[config.mk]
export PLATFORM = sky130hd
export DESIGN_NAME = perf_counter_sampler
export DESIGN_NICKNAME = d
export VERILOG_FILES = /design/src/rtl/perf_counter_sampler.sv
export SDC_FILE = /design/constraint.sdc
export NUM_CORES = 1
export LEC_CHECK = 0
export ABC_AREA = 1
export CORE_UTILIZATION = 45
export CTS_BUF_LIST = sky130_fd_sc_hd__clkbuf_16
export DETAILED_ROUTE_END_ITERATION = 7
export PLACE_DENSITY = 0.79
export RECOVER_POWER = 50
export SKIP_LAST_GASP = 1
export SLEW_MARGIN = 20
export SYNTH_ARGS = -nofsm -noshare
export SYNTH_HDL_FRONTEND = slang
export SYNTH_SLANG_ARGS = --single-unit
[constraint.sdc]
create_clock -name clk_i -period 12.7 [get_ports clk_i]
set_clock_uncertainty 0.05 [all_clocks]
set_input_delay 1.905 -clock clk_i [delete_from_list [all_inputs] [get_ports clk_i]]
set_output_delay 1.905 -clock clk_i [all_outputs]
set_load 0.1 [all_outputs]
[src/rtl/perf_counter_sampler.sv]
// Performance-counter sweep sampler: shares the counter-bank port with CSR accesses and
// streams (index, value) samples through a FWFT FIFO. Optional macro: PERF_SAMPLE_CLEAR_EN.
module perf_counter_sampler #(
   parameter int unsigned XLEN        = 64,
   parameter logic [4:0]  FIRST_ADDR  = 5'd3,
   parameter int unsigned NR_COUNTERS = 14,
   parameter int unsigned FIFO_DEPTH  = 4,
   parameter int unsigned PERIOD_W    = 16
) (
   input  logic                clk_i,
   input  logic                rst_ni,
   input  logic                debug_mode_i,
   input  logic                csr_req_i,
   input  logic [4:0]          csr_addr_i,
   input  logic                csr_we_i,
   input  logic [XLEN-1:0]     csr_wdata_i,
   output logic [XLEN-1:0]     csr_rdata_o,
   input  logic                trigger_i,
   input  logic [PERIOD_W-1:0] cfg_period_i,
   output logic [4:0]          pc_addr_o,
   output logic                pc_we_o,
   output logic [XLEN-1:0]     pc_wdata_o,
   input  logic [XLEN-1:0]     pc_rdata_i,
   output logic                smp_valid_o,
   input  logic                smp_ready_i,
   output logic [4:0]          smp_idx_o,
   output logic [XLEN-1:0]     smp_data_o,
   output logic                smp_last_o,
   output logic                busy_o,
   output logic                overrun_o
);

`ifdef PERF_SAMPLE_CLEAR_EN
   localparam bit CLEAR_EN = 1'b1;
`else
   localparam bit CLEAR_EN = 1'b0;
`endif

   localparam int unsigned AW       = $clog2(FIFO_DEPTH);
   localparam int unsigned PW       = AW + 1;
   localparam logic [4:0]  LAST_IDX = 5'(NR_COUNTERS - 1);

   typedef struct packed {
      logic [4:0]      idx;
      logic [XLEN-1:0] data;
      logic            last;
   } sample_t;

   typedef enum logic {IDLE, SWEEP} state_t;

   state_t              state_q;
   logic                pending_q;
   logic                overrun_q;
   logic [PERIOD_W-1:0] timer_q;
   logic [4:0]          idx_q;
   sample_t             fifo_q [FIFO_DEPTH];
   logic [PW-1:0]       wr_ptr_q;
   logic [PW-1:0]       rd_ptr_q;

   logic       tick_c;
   logic       start_req_c;
   logic       empty_c;
   logic       full_c;
   logic       pop_c;
   logic       read_c;
   logic       last_c;
   logic [4:0] smp_addr_c;
   sample_t    head_c;

   assign tick_c      = (cfg_period_i != '0) && !debug_mode_i &&
                        (timer_q >= (cfg_period_i - PERIOD_W'(1)));
   assign start_req_c = (trigger_i | tick_c) & ~debug_mode_i;

   assign empty_c = (wr_ptr_q == rd_ptr_q);
   assign full_c  = ((wr_ptr_q - rd_ptr_q) == PW'(FIFO_DEPTH));
   assign pop_c   = !empty_c && smp_ready_i;

   // A full FIFO still accepts a push when its head leaves in the same cycle.
   assign read_c     = (state_q == SWEEP) && !csr_req_i && (!full_c || smp_ready_i);
   assign last_c     = (idx_q == LAST_IDX);
   assign smp_addr_c = FIRST_ADDR + idx_q;

   // Shared counter-bank port: the CSR file always wins.
   always_comb begin
      csr_rdata_o = pc_rdata_i;
      pc_addr_o   = smp_addr_c;
      pc_we_o     = 1'b0;
      pc_wdata_o  = '0;
      if (csr_req_i) begin
         pc_addr_o  = csr_addr_i;
         pc_we_o    = csr_we_i;
         pc_wdata_o = csr_wdata_i;
      end else begin
         pc_we_o = CLEAR_EN & read_c;
      end
   end

   always_ff @(posedge clk_i) begin
      if (!rst_ni) begin
         state_q   <= IDLE;
         pending_q <= 1'b0;
         overrun_q <= 1'b0;
         timer_q   <= '0;
         idx_q     <= '0;
         wr_ptr_q  <= '0;
         rd_ptr_q  <= '0;
      end else begin
         if (cfg_period_i == '0) begin
            timer_q <= '0;
         end else if (!debug_mode_i) begin
            timer_q <= tick_c ? '0 : timer_q + PERIOD_W'(1);
         end

         overrun_q <= start_req_c & pending_q;
         if ((state_q == IDLE) && pending_q) begin
            pending_q <= 1'b0;
         end else if (start_req_c) begin
            pending_q <= 1'b1;
         end

         case (state_q)
            IDLE: begin
               if (pending_q) begin
                  state_q <= SWEEP;
                  idx_q   <= '0;
               end
            end
            SWEEP: begin
               if (read_c) begin
                  idx_q <= last_c ? 5'd0 : idx_q + 5'd1;
                  if (last_c) begin
                     state_q <= IDLE;
                  end
               end
            end
         endcase

         if (read_c) begin
            fifo_q[wr_ptr_q[AW-1:0]] <= '{idx: smp_addr_c, data: pc_rdata_i, last: last_c};
            wr_ptr_q <= wr_ptr_q + PW'(1);
         end
         if (pop_c) begin
            rd_ptr_q <= rd_ptr_q + PW'(1);
         end
      end
   end

   assign head_c      = fifo_q[rd_ptr_q[AW-1:0]];
   assign smp_valid_o = !empty_c;
   assign smp_idx_o   = head_c.idx;
   assign smp_data_o  = head_c.data;
   assign smp_last_o  = head_c.last;
   assign busy_o      = (state_q == SWEEP);
   assign overrun_o   = overrun_q;

endmodule

==> impl_metrics.py, run 1 <==
metrics = {
    "outcome": {
        "status": "finished with violations",
        "violations": "capacitance limit, slew limit",
    },
    "logic_synthesis": {
        "ys.flop_type": "edfxtp_1",
        "syn_area_sq_um": 13800,
        "synth.distinct_cells": 33,
        "yosysWarnings": 0,
        "avgSynthCellArea_sq_um": 11.1,
        "synthCells": 1237,
        "synth_largest_area_cell": "edfxtp_1",
        "synth_top_area_share_pct": 61.0,
        "synth_area_leaders": "edfxtp_1, o21ai_0, dfxtp_1",
        "synth_seq_area_share_pct": 65.6,
        "syn_nets": 1421,
        "ys_ff_latch": 312,
        "synth-edff-count": 280,
        "postSynth.asyncResetShare_pct": 0,
    },
    "final_layout": {
        "fillers": 2318,
        "drive_gt1_share_pct": 5.39,
        "final_cell_mix": "clkdlybuf4s50_1, edfxtp_1, nor2_1",
        "finish.net_count": 1703,
        "area_growth_pct": 31.7,
        "layout_commonest_cell": "clkdlybuf4s50_1",
    },
    "power": {
        "p_seq_share_pct": 32.0,
        "cellLeakagePower_nw": 6.80,
        "power.total_w": 0.00362,
        "combinationalPowerShare_pct": 45.2,
        "clock_power_share_pct": 22.8,
        "ir_drop_v": 0.000102,
        "internal-power_w": 0.00196,
        "p_sw_share_pct": 45.8,
        "p_sw_w": 0.00166,
        "powerDensity_nw_per_um2": 200,
    },
    "grt": {
        "grt_pass1_wl_mm": 50.1,
        "grt_usage_pct": 20.5,
        "grt_max_degree": 105,
        "overflow": 0,
        "grt_pass1_vias": 9835,
        "antenna_found_initial": 3,
    },
    "min_path": {
        "hold_start": "pending_q$_SDFFE_PP0P_",
        "hold_end": "overrun_o$_SDFF_PN0_",
        "hold_class": "reg2reg",
        "min_delay_path_depth": 2,
    },
    "setup_path": {
        "critPathRequiredTime_ns": 10.74,
        "setup.worst_path.start": "csr_req_i",
        "start_kind": "input pin",
        "rr_startpoint": "rd_ptr_q[1]$_SDFFE_PN0P_",
        "r2r-end": "fifo_q[3][35]$_DFFE_PP_",
        "ff2ff_setup_slack_ns": 7.85,
        "reg2regPathDepth": 10,
        "end_kind": "primary output",
        "crit_arrival_ns": 5.46,
        "critical_path.max_fanout": 74,
        "crit_type": "in2out",
    },
    "routing": {
        "drc": 0,
        "avgRoutedWirePerCell_um": 17.0,
        "drt_iter0_drc": 554,
        "drtAntennaViolNets": 0,
        "totalWireLength_mm": 32.8,
        "firstDrtPassIters": 5,
        "vias_per_cell": 5.12,
        "vias": 9893,
    },
    "floorplanning": {
        "die_w_um": 177,
        "placementRows": 63,
        "core-area_sq_um": 29900,
        "die_area_sq_um": 31400,
        "initial_core_util_pct": 46.2,
        "io_pins": 363,
        "die_h_um": 177,
    },
    "cts": {
        "numClockSinks": 312,
        "htreeDepth": 1,
        "clockBufferDepth": 3,
        "cts_buffers": 29,
        "cts_root_buffer": "clkbuf_16",
        "hold_buffers": 0,
        "ctsResizeCount": 0,
        "clk_pin_slew_worst_paths_ns": 0.06,
        "cts_setup_buffers": 0,
        "cts_tree": "done",
        "clock_latency_ns": 0.53,
    },
    "sta": {
        "max-slew-margin-rel_pct": -85.8,
        "drv_slew": 185,
        "final.setup.tns_ns": 0,
        "hold_viol": 0,
        "timing.final.crit_share_pct": 58.4,
        "finalSetupViolCount": 0,
        "rsz0062_at_grt": "false",
        "worst_pin_slew_ns": 2.79,
        "max_freq_mhz": 135,
        "period_needed_ns": 7.41,
    },
    "place": {
        "place_congestion": 0.909,
        "hpwl_mm": 21.2,
        "io_buffers": 362,
    },
    "flow_run": {
        "maxCapViolations": 5,
    },
}
## worst max-delay path, stage by stage
cell and delay [ns]:
buf_2 0.07, clkbuf_1 1.96, inv_1 0.25, nand2_1 0.20
nand2_1 0.07, clkdlybuf4s50_1 0.97
## registers in the layout (all words and copies together) (netlist names), named ones only
| register | cells |
|---|---|
| busy_o | 1 |
| fifo_q | 280 |
| idx_q | 5 |
| overrun_o | 1 |
| pending_q | 1 |
| rd_ptr_q | 3 |
| timer_q | 16 |
| wr_ptr_q | 3 |
## final cells by class
cell class | count | area [sq um] | area share (%)
clock buffers | 29 | 726 | 4.00
diodes | 2 | 5.00 | 0.0276
flip-flops and latches | 312 | 9050 | 49.8
inverters | 123 | 465 | 2.56
multi-input cells | 682 | 3550 | 19.6
repair buffers | 371 | 3680 | 20.3
clock inverters | 22 | 188 | 1.03
well taps | 390 | 488 | 2.69
## per-stage QoR
stage | std cells | setup slack (ns) | util, % | hold slack [ns] | instance area (sq um)
5_1_grt | 1931 | 4.73 | 60.8 | 0.447 | 18200
2_1_floorplan | 1237 | 6.34 | - | 0.362 | 13800
6_report | 1931 | 5.29 | 60.8 | 0.399 | 18200
3_5_place_dp | 1878 | 6.82 | 57.9 | 0.393 | 17300
3_3_place_gp | 1878 | 6.85 | 57.9 | 0.383 | 17300
4_1_cts | 1929 | 6.82 | 60.9 | 0.402 | 18200
## how the worst max path moves through the flow
stage | cells past startpoint | slack [ns] | endpoint
6_report | 6 | 5.29 | pc_addr_o[4]
5_1_grt | 6 | 4.73 | pc_addr_o[2]
3_3_place_gp | 5 | 6.85 | pc_wdata_o[47]
3_5_place_dp | 5 | 6.82 | pc_wdata_o[55]
4_1_cts | 5 | 6.82 | pc_wdata_o[55]
2_1_floorplan | 3 | 6.34 | pc_addr_o[0]
## routing by layer
metal	track usage (%)	wire length, um	up-vias
met5	0	0	-
met4	7.58	1010	0
met3	3.39	2260	69
met2	37.8	17100	381
met1	23.6	12400	4684
li1	-	-	4759
## cell usage after synthesis, types with 2 or more instances
library cell  count
edfxtp_1        280
nor2_1          168
o21ai_0         150
nand2_1         147
inv_1           121
o22ai_1          70
buf_4            65
clkbuf_1         41
dfxtp_1          32
ha_1             28
a21oi_1          25
xor2_1           17
nand3_1          16
buf_2            12
nor2_2           12
xnor2_1          12
nand4_1           8
nor3_1            7
nor2_4            6
nand2_2           3
nor4_1            3
nand4_2           2
nor3_2            2
## power groups by stage
stage                     clock, W  sequential, W  combinational (W)
after CTS                 0.000843        0.00116            0.00165
after floorplan                  0        0.00118            0.00126
after global routing      0.000881        0.00116            0.00171
final                     0.000826        0.00116            0.00164
after global placement           0        0.00118            0.00163
after detailed placement         0        0.00118            0.00165
## cell families (layout without fill, tap and decap cells)
group / count (synthesis) / in the layout / synth area share, %
buffers and inverters: 243 / 545 / 8.56
xor gates and xnor gates: 29 / 29 / 1.84
AOI/OAI and AO/OA: 248 / 248 / 9.71
and+or+nand+nor: 377 / 377 / 11.7
adders and majority gates: 28 / 28 / 2.54
DFF: 312 / 312 / 65.6
other: 0 / 2 / 0
Note: power is estimated with default switching activity, not from simulation.
==> run 2: changes to the inputs <==
- clock period: 12.7 -> 7.4 ns (I/O delays scaled with it)
==> run 2 against run 1 <==
The flow still finishes with violations (capacitance limit, slew limit). Sequential share of layout area hardly changed. Clock-buffer cell count is 2 higher. First-iteration DRC count is 11% higher. Routed wire length is 1.0% lower. Register-to-register slack worse by 5.6 ns. Flip-flop and latch count stayed put. Cell area hardly changed. Die area stayed put. Cell count is 0.10% higher. Largest cell class unchanged.
==> impl_metrics.py, run 2 (synthesis gave the netlist of run 1 again) <==
metrics = {
    "grt": {
        "grt_max_degree": 87,
        "grt_pass1_vias": 9765,
        "grt_usage_pct": 20.2,
        "overflow": 0,
        "antenna_found_initial": 3,
        "grt_pass1_wl_mm": 49.8,
    },
    "routing": {
        "drt_iter0_drc": 615,
        "drtAntennaViolNets": 0,
        "totalWireLength_mm": 32.4,
        "drc": 0,
        "vias": 9775,
        "vias_per_cell": 5.06,
        "avgRoutedWirePerCell_um": 16.8,
        "firstDrtPassIters": 6,
    },
    "setup_path": {
        "crit_arrival_ns": 5.79,
        "end_kind": "register",
        "start_kind": "input pin",
        "critical_path.max_fanout": 44,
        "crit_type": "in2reg",
        "critPathRequiredTime_ns": 7.52,
    },
    "cts": {
        "clk_pin_slew_worst_paths_ns": 0.06,
        "hold_buffers": 0,
        "cts_root_buffer": "clkbuf_16",
        "ctsResizeCount": 0,
        "numClockSinks": 312,
        "cts_tree": "done",
        "clockBufferDepth": 3,
        "cts_buffers": 30,
        "htreeDepth": 1,
        "clock_latency_ns": 0.53,
        "cts_setup_buffers": 0,
    },
    "sta": {
        "worst_pin_slew_ns": 3.03,
        "finalSetupViolCount": 0,
        "timing.final.crit_share_pct": 76.6,
        "period_needed_ns": 5.67,
        "final.setup.tns_ns": 0,
        "drv_slew": 247,
        "rsz0062_at_grt": "false",
        "hold_viol": 0,
        "max-slew-margin-rel_pct": -103,
        "max_freq_mhz": 176,
    },
    "place": {
        "hpwl_mm": 21.2,
        "io_buffers": 362,
        "post-place-cells": 1878,
        "placed_area_sq_um": 17300,
        "place_congestion": 0.994,
    },
    "floorplanning": {
        "initial_core_util_pct": 46.2,
        "core-area_sq_um": 29900,
        "die_h_um": 177,
        "io_pins": 363,
        "placementRows": 63,
        "die_w_um": 177,
        "die_area_sq_um": 31400,
    },
    "power": {
        "cellLeakagePower_nw": 6.80,
        "ir_drop_v": 0.000159,
        "powerDensity_nw_per_um2": 339,
    },
    "final_layout": {
        "drive_gt1_share_pct": 5.33,
        "final_area_sq_um": 18200,
        "fin_util_pct": 60.8,
        "fin_cells": 1933,
        "finish.net_count": 1704,
        "final_cell_mix": "clkdlybuf4s50_1, edfxtp_1, nor2_1",
        "fillers": 2283,
        "area_growth_pct": 31.7,
        "ff_latch_area_sq_um": 9050,
        "layout_commonest_cell": "clkdlybuf4s50_1",
        "multi_input_area_sq_um": 3580,
        "largest_reg_flops": 280,
    },
    "min_path": {
        "hold_class": "reg2reg",
    },
    "flow_run": {
        "maxCapViolations": 5,
    },
    "outcome": {
        "status": "finished with violations",
        "violations": "capacitance limit, slew limit",
    },
}
## run 2: changes by cell type in the layout (fill, tap and decap cells not counted), sizes merged
cell / delta
clkbuf: +4
buf: -2
bufinv: -2
clkinvlp: -2
diode: +2
inv: +2
## run 2: layout make-up
class                      count  share of cell area [%]
clock buffer                  31                    4.27
multi-input combinational    682                    19.7
antenna                        4                  0.0551
sequential                   312                    49.9
clock inverter                20                   0.593
tap                          390                    2.69
timing repair buffer         371                    20.3
inverter                     123                    2.56
## run 2: worst max-delay path, cell delays in order
cell and delay [ns]:
clkbuf_1 0.61, nor2_1 0.33, nand2_1 0.28, inv_1 0.18
nand2_1 0.17, nor2_1 2.26, buf_4 0.79
## run 2: per-layer routing
layer  vias to the layer above  global-route usage, %  routed length (um)
li1                       4762                      -                   -
met4                         0                   6.47                 849
met2                       377                   37.4               16800
met1                      4583                   24.2               12700
met3                        53                   2.66                2030
met5                         -                      0                   0
## run 2: stage by stage
| step | hold WS, ns | power, W | setup WS, ns |
|---|---|---|---|
| 2_1_floorplan | 0.362 | 0.00418 | 2.31 |
| 3_3_place_gp | 0.376 | 0.00483 | 2.90 |
| 3_5_place_dp | 0.385 | 0.00485 | 2.82 |
| 4_1_cts | 0.396 | 0.00621 | 2.30 |
| 5_1_grt | 0.416 | 0.00638 | 1.19 |
| 6_report | 0.394 | 0.00616 | 1.73 |
## run 2: power breakdown
group          total (W)  switching, W  internal, W  leakage [nW]
Clock            0.00136      0.000581     0.000780         0.464
Combinational    0.00280       0.00220     0.000596          3.57
Sequential       0.00200     0.0000400      0.00196          2.77
## run 2: path summary, 6_finish.rpt
path / from / to / slack (ns) / cells after the start
max: csr_req_i / fifo_q[3][38]$_DFFE_PP_ / 1.73 / 7
min: pending_q$_SDFFE_PP0P_ / overrun_o$_SDFF_PN0_ / 0.39 / 2
max reg2reg: rd_ptr_q[1]$_SDFFE_PN0P_ / fifo_q[3][38]$_DFFE_PP_ / 2.25 / 10
min reg2reg: pending_q$_SDFFE_PP0P_ / overrun_o$_SDFF_PN0_ / 0.39 / 2
==> run 3: changes to the inputs <==
- clock period: 7.4 -> 5.9 ns (I/O delays scaled with it)
==> run 3 against run 2 <==
The run still ends with capacitance limit, slew limit left. Routed wire length up 2.1%. Setup slack lost 0.54 ns. Power increased by 25%. Global-route usage increased by 0.41 points. Sequential power up 26%. Core utilization shrank 0.075 points. Combinational power increased by 25%. Cell area shrank 0.12%. Via count up 2.0%. Cell count grew 0.10%. Sequential share of layout area increased by 0.062 points. Clock power increased by 22%. Critical path type is now reg2out.
==> impl_metrics.py, run 3 (synthesis gave the netlist of run 1 again) <==
metrics = {
    "setup_path": {
        "crit_arrival_ns": 3.77,
        "end_kind": "primary output",
        "crit_type": "reg2out",
        "start_kind": "register",
        "reg2regPathDepth": 10,
        "critPathRequiredTime_ns": 4.97,
        "rr_startpoint": "rd_ptr_q[1]$_SDFFE_PN0P_",
        "critical_path.max_fanout": 72,
    },
    "place": {
        "hpwl_mm": 21.8,
        "placed_area_sq_um": 17300,
        "place_congestion": 0.946,
        "io_buffers": 362,
    },
    "floorplanning": {
        "io_pins": 363,
        "die_area_sq_um": 31400,
        "die_h_um": 177,
        "placementRows": 63,
        "die_w_um": 177,
        "core-area_sq_um": 29900,
        "initial_core_util_pct": 46.2,
    },
    "routing": {
        "drc": 0,
        "firstDrtPassIters": 6,
        "drt_iter0_drc": 643,
        "vias_per_cell": 5.15,
        "avgRoutedWirePerCell_um": 17.1,
        "drtAntennaViolNets": 0,
        "totalWireLength_mm": 33.1,
        "vias": 9973,
    },
    "power": {
        "ir_drop_v": 0.000210,
        "clock_power_share_pct": 21.7,
        "p_sw_share_pct": 46.2,
        "power.total_w": 0.00769,
        "combinationalPowerShare_pct": 45.6,
        "p_seq_share_pct": 32.8,
        "internal-power_w": 0.00414,
        "p_sw_w": 0.00355,
        "cellLeakagePower_nw": 6.77,
        "powerDensity_nw_per_um2": 424,
    },
    "sta": {
        "max-slew-margin-rel_pct": -57.8,
        "period_needed_ns": 4.71,
        "rsz0062_at_grt": "false",
        "worst_pin_slew_ns": 2.37,
        "max_freq_mhz": 212,
        "final.setup.tns_ns": 0,
        "hold_viol": 0,
        "finalSetupViolCount": 0,
        "timing.final.crit_share_pct": 79.8,
        "drv_slew": 213,
    },
    "outcome": {
        "violations": "capacitance limit, slew limit",
        "status": "finished with violations",
    },
    "cts": {
        "cts_tree": "done",
        "numClockSinks": 312,
        "hold_buffers": 0,
        "ctsResizeCount": 0,
        "cts_setup_buffers": 0,
        "clock_latency_ns": 0.52,
        "htreeDepth": 1,
        "cts_buffers": 29,
        "clk_pin_slew_worst_paths_ns": 0.06,
        "cts_root_buffer": "clkbuf_16",
        "clockBufferDepth": 3,
    },
    "grt": {
        "overflow": 0,
        "grt_usage_pct": 20.7,
        "grt_pass1_wl_mm": 50.8,
        "grt_max_degree": 87,
        "grt_pass1_vias": 10000,
        "antenna_found_initial": 2,
    },
    "final_layout": {
        "multi_input_area_sq_um": 3580,
        "final_cell_mix": "clkdlybuf4s50_1, edfxtp_1, nor2_1",
        "drive_gt1_share_pct": 5.25,
        "ff_latch_area_sq_um": 9050,
        "fillers": 2308,
        "final_area_sq_um": 18100,
        "area_growth_pct": 31.5,
        "largest_reg_flops": 280,
        "finish.net_count": 1707,
        "layout_commonest_cell": "clkdlybuf4s50_1",
    },
    "flow_run": {
        "maxCapViolations": 6,
    },
    "min_path": {
        "hold_start": "pending_q$_SDFFE_PP0P_",
        "hold_class": "reg2reg",
        "min_delay_path_depth": 2,
    },
}
-- run 3: path summary, 6_finish.rpt --
| check | endpoint | slack (ns) |
|---|---|---|
| max | smp_data_o[36] | 1.19 |
| max reg2reg | fifo_q[3][29]$_DFFE_PP_ | 1.97 |
| min reg2reg | overrun_o$_SDFF_PN0_ | 0.39 |
| min | overrun_o$_SDFF_PN0_ | 0.39 |
-- run 3: area by class of cell --
class                      instances  share of cell area (%)
inverter                         123                    2.57
clock inverter                    22                   0.683
antenna                            2                  0.0276
multi-input combinational        682                    19.7
timing repair buffer             375                    20.4
sequential                       312                    49.9
clock buffer                      29                    4.00
tap                              390                    2.69
-- run 3: routing by layer --
layer | routed length [um] | part of all wire (%) | global-route usage [%] | up-vias
li1 | - | - | - | 4777
met1 | 12700 | 38 | 24.1 | 4715
met2 | 17400 | 53 | 38.7 | 435
met3 | 2360 | 7.1 | 3.39 | 46
met4 | 677 | 2.0 | 5.71 | 0
met5 | 0 | 0 | 0 | -
-- run 3: power by group through the flow --
stage	clock (W)	combinational, W	sequential, W
after floorplan	0	0.00271	0.00253
after global placement	0	0.00349	0.00256
after detailed placement	0	0.00351	0.00256
after CTS	0.00170	0.00352	0.00252
after global routing	0.00178	0.00364	0.00253
final	0.00166	0.00350	0.00252
-- run 3: through the flow --
stage	util, %	setup WS (ns)	hold WS (ns)	instances
global placement	58.0	1.80	0.386	1882
floorplan	-	0.814	0.362	1237
finish	60.7	1.19	0.393	1935
global route	60.7	0.988	0.424	1935
CTS	60.8	1.19	0.397	1933
detailed placement	58.0	1.75	0.386	1882
-- run 3: critical path, stage by stage (launching register included) --
cell             delay, ns
dfxtp_4               0.85
buf_4                 0.65
o21ai_0               0.22
o22ai_1               0.28
clkdlybuf4s50_1       1.18
